===== config.mk =====
export PLATFORM = sky130hd
export DESIGN_NAME = matrix_load_ctrl_flat
export DESIGN_NICKNAME = d
export VERILOG_FILES = /design/src/rtl/matrix_pkg.sv /design/src/rtl/matrix_load_ctrl_if.sv /design/src/rtl/matrix_rc_counter.sv /design/src/rtl/matrix_load_ctrl.sv /design/src/flat_wrapper.sv
export SDC_FILE = /design/constraint.sdc
export NUM_CORES = 1
export LEC_CHECK = 0
export BUFFER_PORTS_ARGS = -buffer_cell sky130_fd_sc_hd__buf_4
export CORE_MARGIN = 8
export CORE_UTILIZATION = 33
export CTS_CLUSTER_DIAMETER = 50
export DETAILED_ROUTE_END_ITERATION = 8
export GPL_TIMING_DRIVEN = 0
export PLACE_DENSITY = 0.57
export SYNTH_ARGS = -nofsm -noshare
export SYNTH_HDL_FRONTEND = slang
export SYNTH_SLANG_ARGS = --single-unit

===== constraint.sdc =====
create_clock -name CLK -period 2.4 [get_ports CLK]
set_input_delay 0.36 -clock CLK [delete_from_list [all_inputs] [get_ports CLK]]
set_output_delay 0.36 -clock CLK [all_outputs]
set_load 0.1 [all_outputs]

===== src/rtl/matrix_pkg.sv =====
// Shared types and constants for the matrix operand loader.
// Holds the sequencer state encoding, operand widths and header beat order.
package matrix_pkg;

    localparam int unsigned DATA_W  = 4;
    localparam int unsigned MAX_DIM = 3;
    localparam int unsigned IDX_W   = $clog2(MAX_DIM);

    typedef enum logic [2:0] {
        StIdle,
        StHdr,
        StLoadA,
        StLoadB,
        StStart,
        StWaitDone,
        StError
    } state_e;

    // Index of the header beat expected next.
    localparam logic [1:0] HDR_R1 = 2'd0;
    localparam logic [1:0] HDR_C1 = 2'd1;
    localparam logic [1:0] HDR_R2 = 2'd2;
    localparam logic [1:0] HDR_C2 = 2'd3;

    function automatic logic dim_ok(input logic [DATA_W-1:0] d);
        return (d != '0) && (d <= DATA_W'(MAX_DIM));
    endfunction

endpackage


===== src/rtl/matrix_load_ctrl_if.sv =====
// Nibble input stream, operand-buffer write port and compute handshake.
interface matrix_load_ctrl_if;
    import matrix_pkg::*;

    logic              in_valid;
    logic              in_ready;
    logic              ctrl_logic;
    logic [DATA_W-1:0] data;
    logic              wr_en;
    logic              wr_sel;
    logic [IDX_W-1:0]  wr_row;
    logic [IDX_W-1:0]  wr_col;
    logic [DATA_W-1:0] wr_data;
    logic [DATA_W-1:0] r1;
    logic [DATA_W-1:0] c1;
    logic [DATA_W-1:0] r2;
    logic [DATA_W-1:0] c2;
    logic              start;
    logic              done_i;
    logic              busy;
    logic              err;

    modport slave (
        input  in_valid, ctrl_logic, data, done_i,
        output in_ready, wr_en, wr_sel, wr_row, wr_col, wr_data,
        output r1, c1, r2, c2, start, busy, err
    );

    modport master (
        output in_valid, ctrl_logic, data, done_i,
        input  in_ready, wr_en, wr_sel, wr_row, wr_col, wr_data,
        input  r1, c1, r2, c2, start, busy, err
    );

endinterface


===== src/rtl/matrix_rc_counter.sv =====
// Row-major (row, col) walker with runtime limits; last_o flags (R-1, C-1).
module matrix_rc_counter
    import matrix_pkg::*;
#(
    parameter int unsigned DataW = DATA_W,
    parameter int unsigned IdxW  = IDX_W
) (
    input  logic             clk_i,
    input  logic             rst_ni,
    input  logic             clr_i,
    input  logic             en_i,
    input  logic [DataW-1:0] rows_i,
    input  logic [DataW-1:0] cols_i,
    output logic [IdxW-1:0]  row_o,
    output logic [IdxW-1:0]  col_o,
    output logic             last_o
);

    logic [IdxW-1:0] row_q, row_d, col_q, col_d;
    logic            row_end, col_end;

    assign row_end = DataW'(row_q) == rows_i - DataW'(1);
    assign col_end = DataW'(col_q) == cols_i - DataW'(1);

    always_comb begin
        row_d = row_q;
        col_d = col_q;
        if (clr_i) begin
            row_d = '0;
            col_d = '0;
        end else if (en_i) begin
            if (col_end) begin
                col_d = '0;
                row_d = row_end ? '0 : row_q + IdxW'(1);
            end else begin
                col_d = col_q + IdxW'(1);
            end
        end
    end

    always_ff @(posedge clk_i or negedge rst_ni) begin
        if (!rst_ni) begin
            row_q <= '0;
            col_q <= '0;
        end else begin
            row_q <= row_d;
            col_q <= col_d;
        end
    end

    assign row_o  = row_q;
    assign col_o  = col_q;
    assign last_o = row_end && col_end;

endmodule


===== src/rtl/matrix_load_ctrl.sv =====
// Matrix operand loader sequencer: header check, A/B buffer writes, compute launch.
module matrix_load_ctrl
    import matrix_pkg::*;
(
    input logic               CLK,
    input logic               RST_N,
    matrix_load_ctrl_if.slave bus
);

    state_e            state_q, state_d;
    logic [1:0]        hdr_idx_q, hdr_idx_d;
    logic [DATA_W-1:0] r1_q, r1_d, c1_q, c1_d, r2_q, r2_d, c2_q, c2_d;
    logic              wr_en_q, wr_en_d, wr_sel_q, wr_sel_d;
    logic [IDX_W-1:0]  wr_row_q, wr_row_d, wr_col_q, wr_col_d;
    logic [DATA_W-1:0] wr_data_q, wr_data_d;
    logic              start_q;

    logic              acc_hdr, acc_elem;
    logic              cnt_clr, cnt_en, cnt_last;
    logic [DATA_W-1:0] lim_rows, lim_cols;
    logic [IDX_W-1:0]  cnt_row, cnt_col;

    assign bus.in_ready = (state_q != StStart) && (state_q != StWaitDone);
    assign acc_hdr      = bus.in_valid && bus.in_ready && bus.ctrl_logic;
    assign acc_elem     = bus.in_valid && bus.in_ready && !bus.ctrl_logic;

    assign lim_rows = (state_q == StLoadB) ? r2_q : r1_q;
    assign lim_cols = (state_q == StLoadB) ? c2_q : c1_q;

    matrix_rc_counter #(
        .DataW(DATA_W),
        .IdxW (IDX_W)
    ) u_rc_counter (
        .clk_i (CLK),
        .rst_ni(RST_N),
        .clr_i (cnt_clr),
        .en_i  (cnt_en),
        .rows_i(lim_rows),
        .cols_i(lim_cols),
        .row_o (cnt_row),
        .col_o (cnt_col),
        .last_o(cnt_last)
    );

    always_comb begin
        state_d   = state_q;
        hdr_idx_d = hdr_idx_q;
        r1_d      = r1_q;
        c1_d      = c1_q;
        r2_d      = r2_q;
        c2_d      = c2_q;
        wr_en_d   = 1'b0;
        wr_sel_d  = wr_sel_q;
        wr_row_d  = wr_row_q;
        wr_col_d  = wr_col_q;
        wr_data_d = wr_data_q;
        cnt_clr   = 1'b0;
        cnt_en    = 1'b0;
        unique case (state_q)
            StIdle, StError: begin
                if (acc_hdr) begin
                    r1_d      = bus.data;
                    hdr_idx_d = HDR_C1;
                    state_d   = StHdr;
                end
            end
            StHdr: begin
                if (acc_elem) begin
                    state_d = StError;
                end else if (acc_hdr) begin
                    case (hdr_idx_q)
                        HDR_C1: begin
                            c1_d      = bus.data;
                            hdr_idx_d = HDR_R2;
                        end
                        HDR_R2: begin
                            r2_d      = bus.data;
                            hdr_idx_d = HDR_C2;
                        end
                        default: begin
                            c2_d = bus.data;
                            // c2 is checked straight off the bus, it is not latched yet.
                            if (dim_ok(r1_q) && dim_ok(c1_q) && dim_ok(r2_q) &&
                                dim_ok(bus.data) && (c1_q == r2_q)) begin
                                cnt_clr = 1'b1;
                                state_d = StLoadA;
                            end else begin
                                state_d = StError;
                            end
                        end
                    endcase
                end
            end
            StLoadA, StLoadB: begin
                if (acc_hdr) begin
                    state_d = StError;
                end else if (acc_elem) begin
                    wr_en_d   = 1'b1;
                    wr_sel_d  = (state_q == StLoadB);
                    wr_row_d  = cnt_row;
                    wr_col_d  = cnt_col;
                    wr_data_d = bus.data;
                    cnt_en    = 1'b1;
                    if (cnt_last) begin
                        cnt_clr = 1'b1;
                        state_d = (state_q == StLoadA) ? StLoadB : StStart;
                    end
                end
            end
            StStart:    state_d = StWaitDone;
            StWaitDone: if (bus.done_i) state_d = StIdle;
            default:    state_d = StIdle;
        endcase
    end

    always_ff @(posedge CLK or negedge RST_N) begin
        if (!RST_N) begin
            state_q   <= StIdle;
            hdr_idx_q <= HDR_R1;
            r1_q      <= '0;
            c1_q      <= '0;
            r2_q      <= '0;
            c2_q      <= '0;
            wr_en_q   <= 1'b0;
            wr_sel_q  <= 1'b0;
            wr_row_q  <= '0;
            wr_col_q  <= '0;
            wr_data_q <= '0;
            start_q   <= 1'b0;
        end else begin
            state_q   <= state_d;
            hdr_idx_q <= hdr_idx_d;
            r1_q      <= r1_d;
            c1_q      <= c1_d;
            r2_q      <= r2_d;
            c2_q      <= c2_d;
            wr_en_q   <= wr_en_d;
            wr_sel_q  <= wr_sel_d;
            wr_row_q  <= wr_row_d;
            wr_col_q  <= wr_col_d;
            wr_data_q <= wr_data_d;
            // Delayed one cycle past StStart so the final B write lands first.
            start_q   <= (state_q == StStart);
        end
    end

    assign bus.wr_en   = wr_en_q;
    assign bus.wr_sel  = wr_sel_q;
    assign bus.wr_row  = wr_row_q;
    assign bus.wr_col  = wr_col_q;
    assign bus.wr_data = wr_data_q;
    assign bus.r1      = r1_q;
    assign bus.c1      = c1_q;
    assign bus.r2      = r2_q;
    assign bus.c2      = c2_q;
    assign bus.start   = start_q;
    assign bus.err     = (state_q == StError);
    assign bus.busy    = (state_q != StIdle) && (state_q != StError);

endmodule

===== src/flat_wrapper.sv =====
// flat-port wrapper written by rule: the top's interface ports become plain ports
module matrix_load_ctrl_flat import matrix_pkg::*;
  (CLK, RST_N, bus_in_valid, bus_ctrl_logic, bus_data, bus_done_i, bus_in_ready, bus_wr_en, bus_wr_sel, bus_wr_row, bus_wr_col, bus_wr_data, bus_r1, bus_c1, bus_r2, bus_c2, bus_start, bus_busy, bus_err);
  matrix_load_ctrl_if bus_i ();
  input logic CLK;
  input logic RST_N;
  input wire logic [$bits(bus_i.in_valid)-1:0] bus_in_valid;
  input wire logic [$bits(bus_i.ctrl_logic)-1:0] bus_ctrl_logic;
  input wire logic [$bits(bus_i.data)-1:0] bus_data;
  input wire logic [$bits(bus_i.done_i)-1:0] bus_done_i;
  output wire logic [$bits(bus_i.in_ready)-1:0] bus_in_ready;
  output wire logic [$bits(bus_i.wr_en)-1:0] bus_wr_en;
  output wire logic [$bits(bus_i.wr_sel)-1:0] bus_wr_sel;
  output wire logic [$bits(bus_i.wr_row)-1:0] bus_wr_row;
  output wire logic [$bits(bus_i.wr_col)-1:0] bus_wr_col;
  output wire logic [$bits(bus_i.wr_data)-1:0] bus_wr_data;
  output wire logic [$bits(bus_i.r1)-1:0] bus_r1;
  output wire logic [$bits(bus_i.c1)-1:0] bus_c1;
  output wire logic [$bits(bus_i.r2)-1:0] bus_r2;
  output wire logic [$bits(bus_i.c2)-1:0] bus_c2;
  output wire logic [$bits(bus_i.start)-1:0] bus_start;
  output wire logic [$bits(bus_i.busy)-1:0] bus_busy;
  output wire logic [$bits(bus_i.err)-1:0] bus_err;
  assign bus_i.in_valid = bus_in_valid;
  assign bus_i.ctrl_logic = bus_ctrl_logic;
  assign bus_i.data = bus_data;
  assign bus_i.done_i = bus_done_i;
  assign bus_in_ready = bus_i.in_ready;
  assign bus_wr_en = bus_i.wr_en;
  assign bus_wr_sel = bus_i.wr_sel;
  assign bus_wr_row = bus_i.wr_row;
  assign bus_wr_col = bus_i.wr_col;
  assign bus_wr_data = bus_i.wr_data;
  assign bus_r1 = bus_i.r1;
  assign bus_c1 = bus_i.c1;
  assign bus_r2 = bus_i.r2;
  assign bus_c2 = bus_i.c2;
  assign bus_start = bus_i.start;
  assign bus_busy = bus_i.busy;
  assign bus_err = bus_i.err;
  matrix_load_ctrl u_core (.CLK(CLK), .RST_N(RST_N), .bus(bus_i));
endmodule

==> results of run 1 <==
[flip-flops by register name, indices dropped and copies added (netlist names)]
register	cells
u_core.bus.r2	4
u_core.bus.r1	4
u_core.bus.wr_sel	1
u_core.hdr_idx_q	2
u_core.bus.start	1
u_core.u_rc_counter.col_o	2
u_core.u_rc_counter.row_o	2
u_core.bus.wr_en	1
u_core.bus.wr_col	2
u_core.bus.wr_row	2
u_core.bus.c1	4
u_core.state_q	3
u_core.bus.wr_data	4
u_core.bus.c2	4
[routing by layer]
metal  vias up  track usage, %  routed length [microns]
met2        37            18.3                     2380
met5         -               0                        0
met4         0            3.17                       44
met1       826            16.0                     2440
li1        818               -                        -
met3         4            4.64                      370
[layout by cell type (no fill, tap or decap), types with 4 or more instances in the layout]
cell type  instances
clkbuf_1           7
nor4_1             4
clkbuf_8           7
o21ai_0            7
nand2_1           30
xnor2_1            5
nor2_1            11
inv_1              7
nand2b_1           5
dfrtp_1           34
a21oi_1            6
mux2i_1            4
nor3_1             5
ha_1               4
mux2_2            17
nand3_1            5
buf_4             41
nor2b_1            5
[worst max-delay path: stages, from the launching register on]
cell,delay [ns]
dfrtp_1,0.37
buf_6,0.14
and3b_2,0.23
buf_8,0.14
mux2i_4,0.19
ha_1,0.29
xor2_1,0.16
o211a_1,0.19
nand3_4,0.12
o21ai_2,0.06
a221o_1,0.31
[cell families (layout without fill, tap and decap cells)]
group,count (synthesis),in the layout
buffers and inverters,16,66
adder cells (fa/ha/maj),4,4
XOR/XNOR,9,9
AO/OA/AOI/OAI,30,30
multiplexers,23,23
flip-flops,36,36
AND/OR/NAND/NOR,84,84
[cell type report]
type                       instances  area (sq um)  area share [%]
multi-input combinational        150          1100            42.4
buffer                             9          60.1            2.31
inverter                           7          26.3            1.01
clock buffer                       8           100            3.85
timing repair buffer              42           313            12.0
sequential                        36           903            34.8
tap                               75          93.8            3.61
[Yosys cell counts, types with 2 or more instances]
master    number  area share, %
clkbuf_1       6            1.1
buf_6          2            1.1
dfrtp_1       36             45
nand3b_1       2           0.74
nor2b_1        5            1.5
a311oi_1       2           0.87
mux2i_1        5            2.5
mux2_2        17            9.5
nor3_1         6            1.5
a21oi_1        6            1.5
and3_1         3           0.93
o21ai_0        7            1.7
a31oi_1        3           0.93
or2_2          2           0.62
ha_1           4            2.5
nand2_1       30            5.6
nor4_1         4            1.2
nand2b_1       5            1.5
xor2_1         4            1.7
nor2_1        11            2.0
nand3_1        5            1.2
inv_1          7            1.3
xnor2_1        5            2.2
[path summary, 6_finish.rpt]
kind / cells past startpoint / endpoint / slack, ns
setup / recovery: 10 / u_core.state_q[2] / 0.09
hold / removal: 1 / u_core.bus.start / 0.02
setup reg to reg: 10 / u_core.state_q[2] / 0.09
hold reg to reg: 2 / u_core.bus.wr_data[1] / 0.48
max in group asynchronous: 1 / u_core.bus.r2[0] / 2.02
min in group CLK: 3 / u_core.bus.wr_data[3] / 0.33
[through the flow]
step | util (%) | setup slack (ns) | area, sq um
after floorplan | - | 0.0491 | 2020
after global placement | 40.6 | 0.0470 | 2400
after detailed placement | 40.6 | 0.0150 | 2400
after CTS | 42.3 | 0.0238 | 2500
after global routing | 43.9 | 0.00401 | 2600
final | 43.9 | 0.0861 | 2600
[timing repair]
action,in CTS,in global routing
resized for setup,0,12
setup buffers,0,3
endpoints found under the setup margin,0,5
==> reports/summary.log, run 1 <==
qor: placed_design.gp_congestion 0.777
qor: clock_network.number_of_hold_buffers_added_after_cts 0
qor: clock_network.root_buffer clkbuf_8
qor: timing.fin_setup_tns 0 ns
qor: yosys.synth_compound_area_share 10.0%
qor: flow_run.reported_max_cap_violation_count 0
qor: floorplan.initial_cell_density_of_the_core 34.2%
qor: route.drtAntennaViolNets 0
qor: run_status.status completed
qor: timing.maxSlewHeadroom 68.3%
qor: clock_network.cts_tree built
qor: yosys.ys_types 48
qor: global_route.grt_antenna_before_repair 0
qor: timing.period_share 96.4%
qor: clock_network.tritoncts.num_buffers 5
qor: route.routed_wl 5230 microns
qor: yosys.syn-instance-count 202
qor: yosys.synth-async-reset-ratio 100%
qor: yosys.muxShareOfSynthArea 13.1%
qor: worst_setup_path.path_class reg -> reg
qor: yosys.post_synth_edffs 0
qor: global_route.grt_overflow_total 0
qor: worst_setup_path.startpoint u_core.state_q[1]
qor: layout.diodes 0
qor: clock_network.h-tree-depth 2
qor: timing.report.final.setup_viol 0
qor: floorplan.die-height 94.3 microns
qor: timing.finalCriticalPeriod 2.31 ns
qor: global_route.globalRouteTotalUtil 12.2%
qor: timing.finalMaxSlewViolations 0
qor: yosys.syn_nets 215
qor: timing.timing_worst_slew_pin_value 0.471 ns
qor: route.avgRoutedWirePerCell 16.0 microns
qor: worst_setup_path.critPathCaptureType register
qor: yosys.synthesis.yosys.warnings 0
qor: yosys.synthXorXnorAreaFrac 3.90%
qor: yosys.yosys.area_share.simple 22.1%
qor: floorplan.num_rows 28
qor: timing.grt_setup_unrepaired no
qor: layout.num-nets-final 264
qor: timing.hold_ws 0.0198 ns
qor: clock_network.worst_setup_hold_path_clk_slew 0.08 ns
qor: placed_design.placement.io_buffers 38
qor: layout.nFillCells 588
qor: layout.final_cells 327
qor: floorplan.die_extent_in_x 94.3 microns
qor: timing.max_freq 0.432 GHz
qor: layout.synthToLayoutAreaGrowth 28.5%
qor: timing.timing.final.hold_violations 0
qor: min_path.worst_hold_path_type in -> async
qor: yosys.syn_area 2020 sq um
qor: route.viasPerCell 5.15
qor: worst_setup_path.worst-endpoint-required 2.58 ns
qor: worst_setup_path.critical_path.startpoint_type register
qor: floorplan.ioPinCount 39
qor: route.dr_total_vias 1,685
qor: timing.fin_skew 0.0127 ns
qor: global_route.first_global_vias 1,671
qor: yosys.yosysSeqAreaShare 44.6%
qor: yosys.synth_fa_ha_area_share 2.48%
qor: worst_setup_path.worst_r2r_startpoint u_core.state_q[1]
qor: clock_network.numClockSinks 36
qor: worst_setup_path.worst-path-max-fanout 10
qor: floorplan.fp.dieArea 8890 sq um
qor: yosys.dominant_combinational_cell_family_by_area_after_synthesis simple AND/OR/NAND/NOR gates
qor: yosys.yosys_register_bits 36
qor: route.dr.pass1.iters 4
qor: placed_design.dpl.hpwl 3750 microns
qor: yosys.synth_ff_type dfrtp_1
qor: clock_network.cts_max_path_buffers 2
qor: route.detail_route.iter0.violations 50
qor: global_route.grt_first_pass_wirelength 8550 microns
qor: placed_design.placed_instances 315
qor: route.drcViolationCount 0
qor: clock_network.latest_clock_arrival_within_the_worst_skew_pair 0.29 ns
qor: floorplan.coreArea 5920 sq um
qor: yosys.synth.avg_cell_area 10.0 sq um
qor: worst_setup_path.timing.critical_path.arrival 2.50 ns
qor: global_route.grt_start_max_net_pins 37
qor: layout.share_of_layout_cells_above_drive_strength_1 34.1%
Power of run 1 is left out: the tool's default activity adds up to more than one toggle a clock period on the data nets, which glitch-free logic cannot reach.
==> run 2: changes to the inputs <==
--- a/config.mk
+++ b/config.mk
@@ -6,7 +6,7 @@
 export NUM_CORES = 1
 export LEC_CHECK = 0
 export BUFFER_PORTS_ARGS = -buffer_cell sky130_fd_sc_hd__buf_4
-export CORE_MARGIN = 8
+export CORE_MARGIN = 1
 export CORE_UTILIZATION = 33
 export CTS_CLUSTER_DIAMETER = 50
 export DETAILED_ROUTE_END_ITERATION = 8
==> reports/summary.log, run 2 (synthesis results as in run 1) <==
qor: run_status.status completed
qor: global_route.first_global_vias 1,640 [-1.9%]
qor: placed_design.placedInstanceArea 2400 sq um [unchanged]
qor: route.viasPerCell 5.16 [+0.19%]
qor: route.detail_route.iter0.violations 72 [+44%]
qor: route.drcViolationCount 0 [unchanged]
qor: timing.fin_setup_tns 0 ns [unchanged]
qor: layout.layout_common_cells buf_4 (41), dfrtp_1 (34), nand2_1 (30)
qor: timing.fin_skew 0.00429 ns [-0.00842 ns]
qor: worst_setup_path.critical_path.startpoint_type register
qor: flow_run.reported_max_cap_violation_count 0 [unchanged]
qor: global_route.grt_start_max_net_pins 37 [unchanged]
qor: floorplan.initial_cell_density_of_the_core 34.2% [unchanged]
qor: placed_design.dpl.hpwl 3410 microns [-9.3%]
qor: route.drtAntennaViolNets 0 [unchanged]
qor: placed_design.placement.io_buffers 38 [unchanged]
qor: clock_network.numClockSinks 36 [unchanged]
qor: clock_network.worst_setup_hold_path_clk_slew 0.08 ns [about the same]
qor: layout.share_of_layout_cells_above_drive_strength_1 34.3% [+0.14 points]
qor: min_path.worst_hold_path_type in -> async
qor: timing.period_share 96.5% [+0.096 points]
qor: worst_setup_path.path_class reg -> reg
qor: floorplan.ioPinCount 39 [unchanged]
qor: route.dr.pass1.iters 4 [unchanged]
qor: global_route.grt_first_pass_wirelength 7910 microns [-7.5%]
qor: floorplan.coreArea 5920 sq um [unchanged]
qor: worst_setup_path.critPathCaptureType register
qor: global_route.grt_antenna_before_repair 0 [unchanged]
qor: placed_design.worst_slack_after_detailed_placement -0.00240 ns [-0.0174 ns]
qor: timing.finalMaxSlewViolations 0 [unchanged]
qor: timing.finalCriticalPeriod 2.32 ns [+0.00232 ns]
qor: timing.report.final.setup_viol 0 [unchanged]
qor: floorplan.die_extent_in_x 80.3 microns [-15%]
qor: floorplan.fp.dieArea 6440 sq um [-27%]
qor: timing.timing.final.hold_violations 0 [unchanged]
qor: clock_network.latest_clock_arrival_within_the_worst_skew_pair 0.29 ns [about the same]
qor: clock_network.h-tree-depth 2 [unchanged]
qor: clock_network.cts_max_path_buffers 2 [unchanged]
qor: route.routed_wl 4750 microns [-9.1%]
qor: global_route.globalRouteTotalUtil 16.2% [+4.0 points]
qor: clock_network.tritoncts.num_buffers 5 [unchanged]
qor: layout.stdcell_area 2610 sq um [+0.53%]
qor: layout.num-nets-final 263 [-0.38%]
qor: global_route.grt_overflow_total 0 [unchanged]
qor: timing.timing_worst_slew_pin_value 0.512 ns [+0.0413 ns]
qor: clock_network.cts_tree built
qor: worst_setup_path.worst-path-max-fanout 10 [unchanged]
qor: layout.diodes 0 [unchanged]
qor: route.avgRoutedWirePerCell 14.6 microns [-8.8%]
qor: floorplan.die-height 80.3 microns [-15%]
qor: placed_design.gp_congestion 0.797 [+2.6%]
qor: timing.postLayoutSetupSlackWorst 0.0838 ns [-0.00231 ns]
qor: timing.maxSlewHeadroom 65.5% [-2.8 points]
qor: layout.synthToLayoutAreaGrowth 29.2%
qor: worst_setup_path.timing.critical_path.arrival 2.49 ns [about the same]
qor: layout.layout.cells.most_common buf_4
qor: floorplan.num_rows 28 [unchanged]
qor: timing.max_freq 0.432 GHz [about the same]
qor: worst_setup_path.worst-endpoint-required 2.58 ns [about the same]
qor: route.dr_total_vias 1,683 [-0.12%]
qor: clock_network.number_of_hold_buffers_added_after_cts 0 [unchanged]
qor: clock_network.root_buffer clkbuf_8
-- run 2: final timing paths --
check                                startpoint                     to  slack [ns]  depth (start not counted)
max                           u_core.state_q[1]      u_core.state_q[2]        0.08                         10
min                                       RST_N       u_core.bus.start        0.02                          1
max reg2reg                   u_core.state_q[1]      u_core.state_q[2]        0.08                         10
min reg2reg                u_core.bus.wr_col[1]   u_core.bus.wr_col[1]        0.48                          2
max in group asynchronous                 RST_N       u_core.bus.r1[0]        2.03                          1
min in group CLK                    bus_data[3]  u_core.bus.wr_data[3]        0.33                          3
-- run 2: stage by stage --
| step | cells | hold slack (ns) | utilization, % |
|---|---|---|---|
| 3_5_place_dp | 315 | 0.356 | 40.6 |
| 3_3_place_gp | 315 | 0.352 | 40.6 |
| 6_report | 326 | 0.0208 | 44.1 |
| 2_1_floorplan | 202 | 0.0644 | - |
| 4_1_cts | 323 | 0.0355 | 42.2 |
| 5_1_grt | 326 | 0.0562 | 44.1 |
-- run 2: what timing repair did --
action	in CTS	in global routing
pin swaps	0	2
setup buffers	0	3
endpoints found under the setup margin	1	4
gates resized for setup	1	12
-- run 2: layout make-up --
cell class	count	area [sq um]
flip-flops and latches	36	903
multi-input cells	150	1130
well taps	75	93.8
clock buffers	7	86.3
plain buffers	9	56.3
clock inverters	1	7.51
fillers	591	3310
repair buffers	41	308
inverters	7	26.3
-- run 2: worst max-delay path, cell delays in order, from the launching register on --
cell and delay, ns:
dfrtp_1 0.34, buf_6 0.13, and3b_1 0.17, buf_6 0.18
mux2i_4 0.28, ha_4 0.23, xor2_1 0.16, o211a_1 0.17
nand3_2 0.13, o21ai_1 0.08, a221o_1 0.33
-- run 2: routing by layer --
metal / up-vias / share of wire (%) / GRT usage, %
li1: 819 / - / -
met4: 0 / 1.5 / 6.96
met1: 824 / 50 / 22.2
met3: 4 / 3.4 / 3.41
met5: - / 0 / 0
met2: 36 / 45 / 24.5
Power of run 2 is left out for the same reason.
==> run 3: changes to the inputs <==
--- a/config.mk
+++ b/config.mk
@@ -6,12 +6,11 @@
 export NUM_CORES = 1
 export LEC_CHECK = 0
 export BUFFER_PORTS_ARGS = -buffer_cell sky130_fd_sc_hd__buf_4
-export CORE_MARGIN = 1
+export CORE_MARGIN = 3
 export CORE_UTILIZATION = 33
 export CTS_CLUSTER_DIAMETER = 50
 export DETAILED_ROUTE_END_ITERATION = 8
 export GPL_TIMING_DRIVEN = 0
-export PLACE_DENSITY = 0.57
 export SYNTH_ARGS = -nofsm -noshare
 export SYNTH_HDL_FRONTEND = slang
 export SYNTH_SLANG_ARGS = --single-unit
==> reports/summary.log, run 3 (synthesis results as in run 1) <==
qor: run_status.status completed
qor: flow_run.reported_max_cap_violation_count 0 [unchanged]
qor: worst_setup_path.cp_slowest_stage_delay 0.36 ns [+0.02 ns]
qor: floorplan.coreArea 5710 sq um [-3.6%]
qor: worst_setup_path.ff2ff_path_depth 9 [-1]
qor: route.drtAntennaViolNets 0 [unchanged]
qor: clock_network.latest_clock_arrival_within_the_worst_skew_pair 0.28 ns [about the same]
qor: worst_setup_path.r2r_setup_slack 0.06 ns [-0.02 ns]
qor: worst_setup_path.critical-path-top-delay-family simple AND/OR/NAND/NOR gates
qor: route.dr.pass1.iters 4 [unchanged]
qor: worst_setup_path.crit_chain buf_4, and3b_1, buf_6, mux2i_4, ha_1, xor2_2, nand4_2, nor3_1, o32ai_1
qor: worst_setup_path.worst_r2r_startpoint u_core.state_q[1]
qor: clock_network.cts_tree built
qor: floorplan.num_rows 27 [-3.6%]
qor: global_route.grt_use_met1 20.1% [-2.1 points]
qor: timing.hold_ws 0.00681 ns [-0.0140 ns]
qor: layout.layout_common_cells buf_4 (41), dfrtp_1 (34), nand2_1 (30)
qor: global_route.top_usage_layer met2
qor: worst_setup_path.critical_path.startpoint_type register
qor: worst_setup_path.worst-path-max-fanout 10 [unchanged]
qor: timing.timing_worst_slew_pin_value 0.542 ns [+0.0300 ns]
qor: floorplan.ioPinCount 39 [unchanged]
qor: worst_setup_path.timing.critical_path.buf_inv 2 [unchanged]
qor: global_route.globalRouteTotalUtil 14.1% [-2.1 points]
qor: timing.period_share 97.3% [+0.81 points]
qor: clock_network.h-tree-depth 2 [unchanged]
qor: route.detail_route.iter0.violations 75 [+4.2%]
qor: timing.max_freq 0.428 GHz [-0.83%]
qor: placed_design.placedInstanceArea 2400 sq um [-0.16%]
qor: timing.finalCriticalPeriod 2.34 ns [+0.0194 ns]
qor: worst_setup_path.worst-endpoint-required 2.56 ns [-0.02 ns]
qor: clock_network.numClockSinks 36 [unchanged]
qor: global_route.grt_first_pass_wirelength 8220 microns [+3.9%]
qor: layout.stdcell_area 2560 sq um [-2.2%]
qor: timing.fin_skew 0.00236 ns [-0.00192 ns]
qor: timing.maxSlewHeadroom 63.5% [-2.0 points]
qor: layout.diodes 0 [unchanged]
qor: clock_network.worst_setup_hold_path_clk_slew 0.07 ns [about the same]
qor: placed_design.placement.io_buffers 38 [unchanged]
qor: timing.timing.final.hold_violations 0 [unchanged]
qor: clock_network.cts_max_path_buffers 2 [unchanged]
qor: global_route.grt_overflow_total 0 [unchanged]
qor: route.dr_total_vias 1,687 [+0.24%]
qor: clock_network.root_buffer clkbuf_8
qor: layout.layout.cells.most_common buf_4
qor: placed_design.dpl.hpwl 3510 microns [+3.0%]
qor: worst_setup_path.timing.critical_path.arrival 2.49 ns [about the same]
qor: global_route.grt_start_max_net_pins 37 [unchanged]
qor: route.drcViolationCount 0 [unchanged]
qor: layout.utilization 44.8% [+0.65 points]
qor: timing.finalMaxSlewViolations 0 [unchanged]
qor: worst_setup_path.critPathCaptureType register
qor: global_route.grt_antenna_before_repair 0 [unchanged]
qor: global_route.grt.met2_usage 21.4% [-3.2 points]
qor: clock_network.number_of_hold_buffers_added_after_cts 0 [unchanged]
qor: floorplan.die-height 84.3 microns [+5.0%]
qor: timing.report.final.setup_viol 0 [unchanged]
qor: floorplan.fp.dieArea 7100 sq um [+10%]
qor: route.viasPerCell 5.22 [+1.2%]
qor: route.avgRoutedWirePerCell 15.2 microns [+4.3%]
qor: floorplan.die_extent_in_x 84.3 microns [+5.0%]
qor: clock_network.tritoncts.num_buffers 5 [unchanged]
qor: layout.synthToLayoutAreaGrowth 26.4%
qor: global_route.first_global_vias 1,627 [-0.79%]
qor: floorplan.initial_cell_density_of_the_core 35.4% [+1.3 points]
qor: worst_setup_path.path_class reg -> reg
qor: layout.share_of_layout_cells_above_drive_strength_1 32.3% [-2.0 points]
qor: global_route.grtUsageMet3 3.53% [+0.12 points]
qor: worst_setup_path.max_stage_delay_cell_worst_path dfrtp_1
qor: placed_design.gp_congestion 0.817 [+2.4%]
qor: route.routed_wl 4910 microns [+3.3%]
qor: layout.num-nets-final 263 [unchanged]
qor: min_path.worst_hold_path_type in -> async
qor: worst_setup_path.capture_point_of_the_worst_reg_to_reg_path u_core.u_rc_counter.row_o[1]
-- run 3: cell counts in the layout (fill, tap and decap cells not counted) --
No cell type changed its count.
-- run 3: how the worst max path moves through the flow --
stage,startpoint,to,slack [ns],cells after the start
2_1_floorplan,u_core.bus.r2[1],u_core.state_q[2],0.05,7
3_3_place_gp,u_core.state_q[1],u_core.state_q[2],0.06,10
3_5_place_dp,u_core.state_q[1],u_core.state_q[2],0.03,10
4_1_cts,u_core.state_q[1],u_core.state_q[2],0.002,10
5_1_grt,u_core.state_q[1],u_core.state_q[0],-0.02,10
6_report,u_core.state_q[1],u_core.u_rc_counter.row_o[1],0.06,9
-- run 3: area by class of cell --
class                   count  area (sq um)
clock inverters             1          7.51
multi-input cells         150          1080
inverters                   7          26.3
plain buffers               9          52.6
fillers                   553          3150
well taps                  72          90.1
clock buffers               7          86.3
repair buffers             41           305
flip-flops and latches     36           903
-- run 3: repair_timing --
action / 4_1_cts / 5_1_grt
setup endpoints to repair: 0 / 5
setup buffers: 0 / 3
gates resized for setup: 0 / 6
-- run 3: through the flow --
step,worst slack [ns],std cells,setup TNS [ns]
2_1_floorplan,0.0491,202,0
3_3_place_gp,0.0598,312,0
4_1_cts,0.00155,320,0
6_report,0.0643,323,0
5_1_grt,-0.0192,323,-0.0405
3_5_place_dp,0.0330,312,0
-- run 3: layer usage --
metal | part of all wire [%] | up-vias
li1 | - | 817
met5 | 0 | -
met3 | 5.2 | 5
met4 | 0.73 | 0
met2 | 45 | 54
met1 | 49 | 811
Power of run 3 is left out for the same reason.
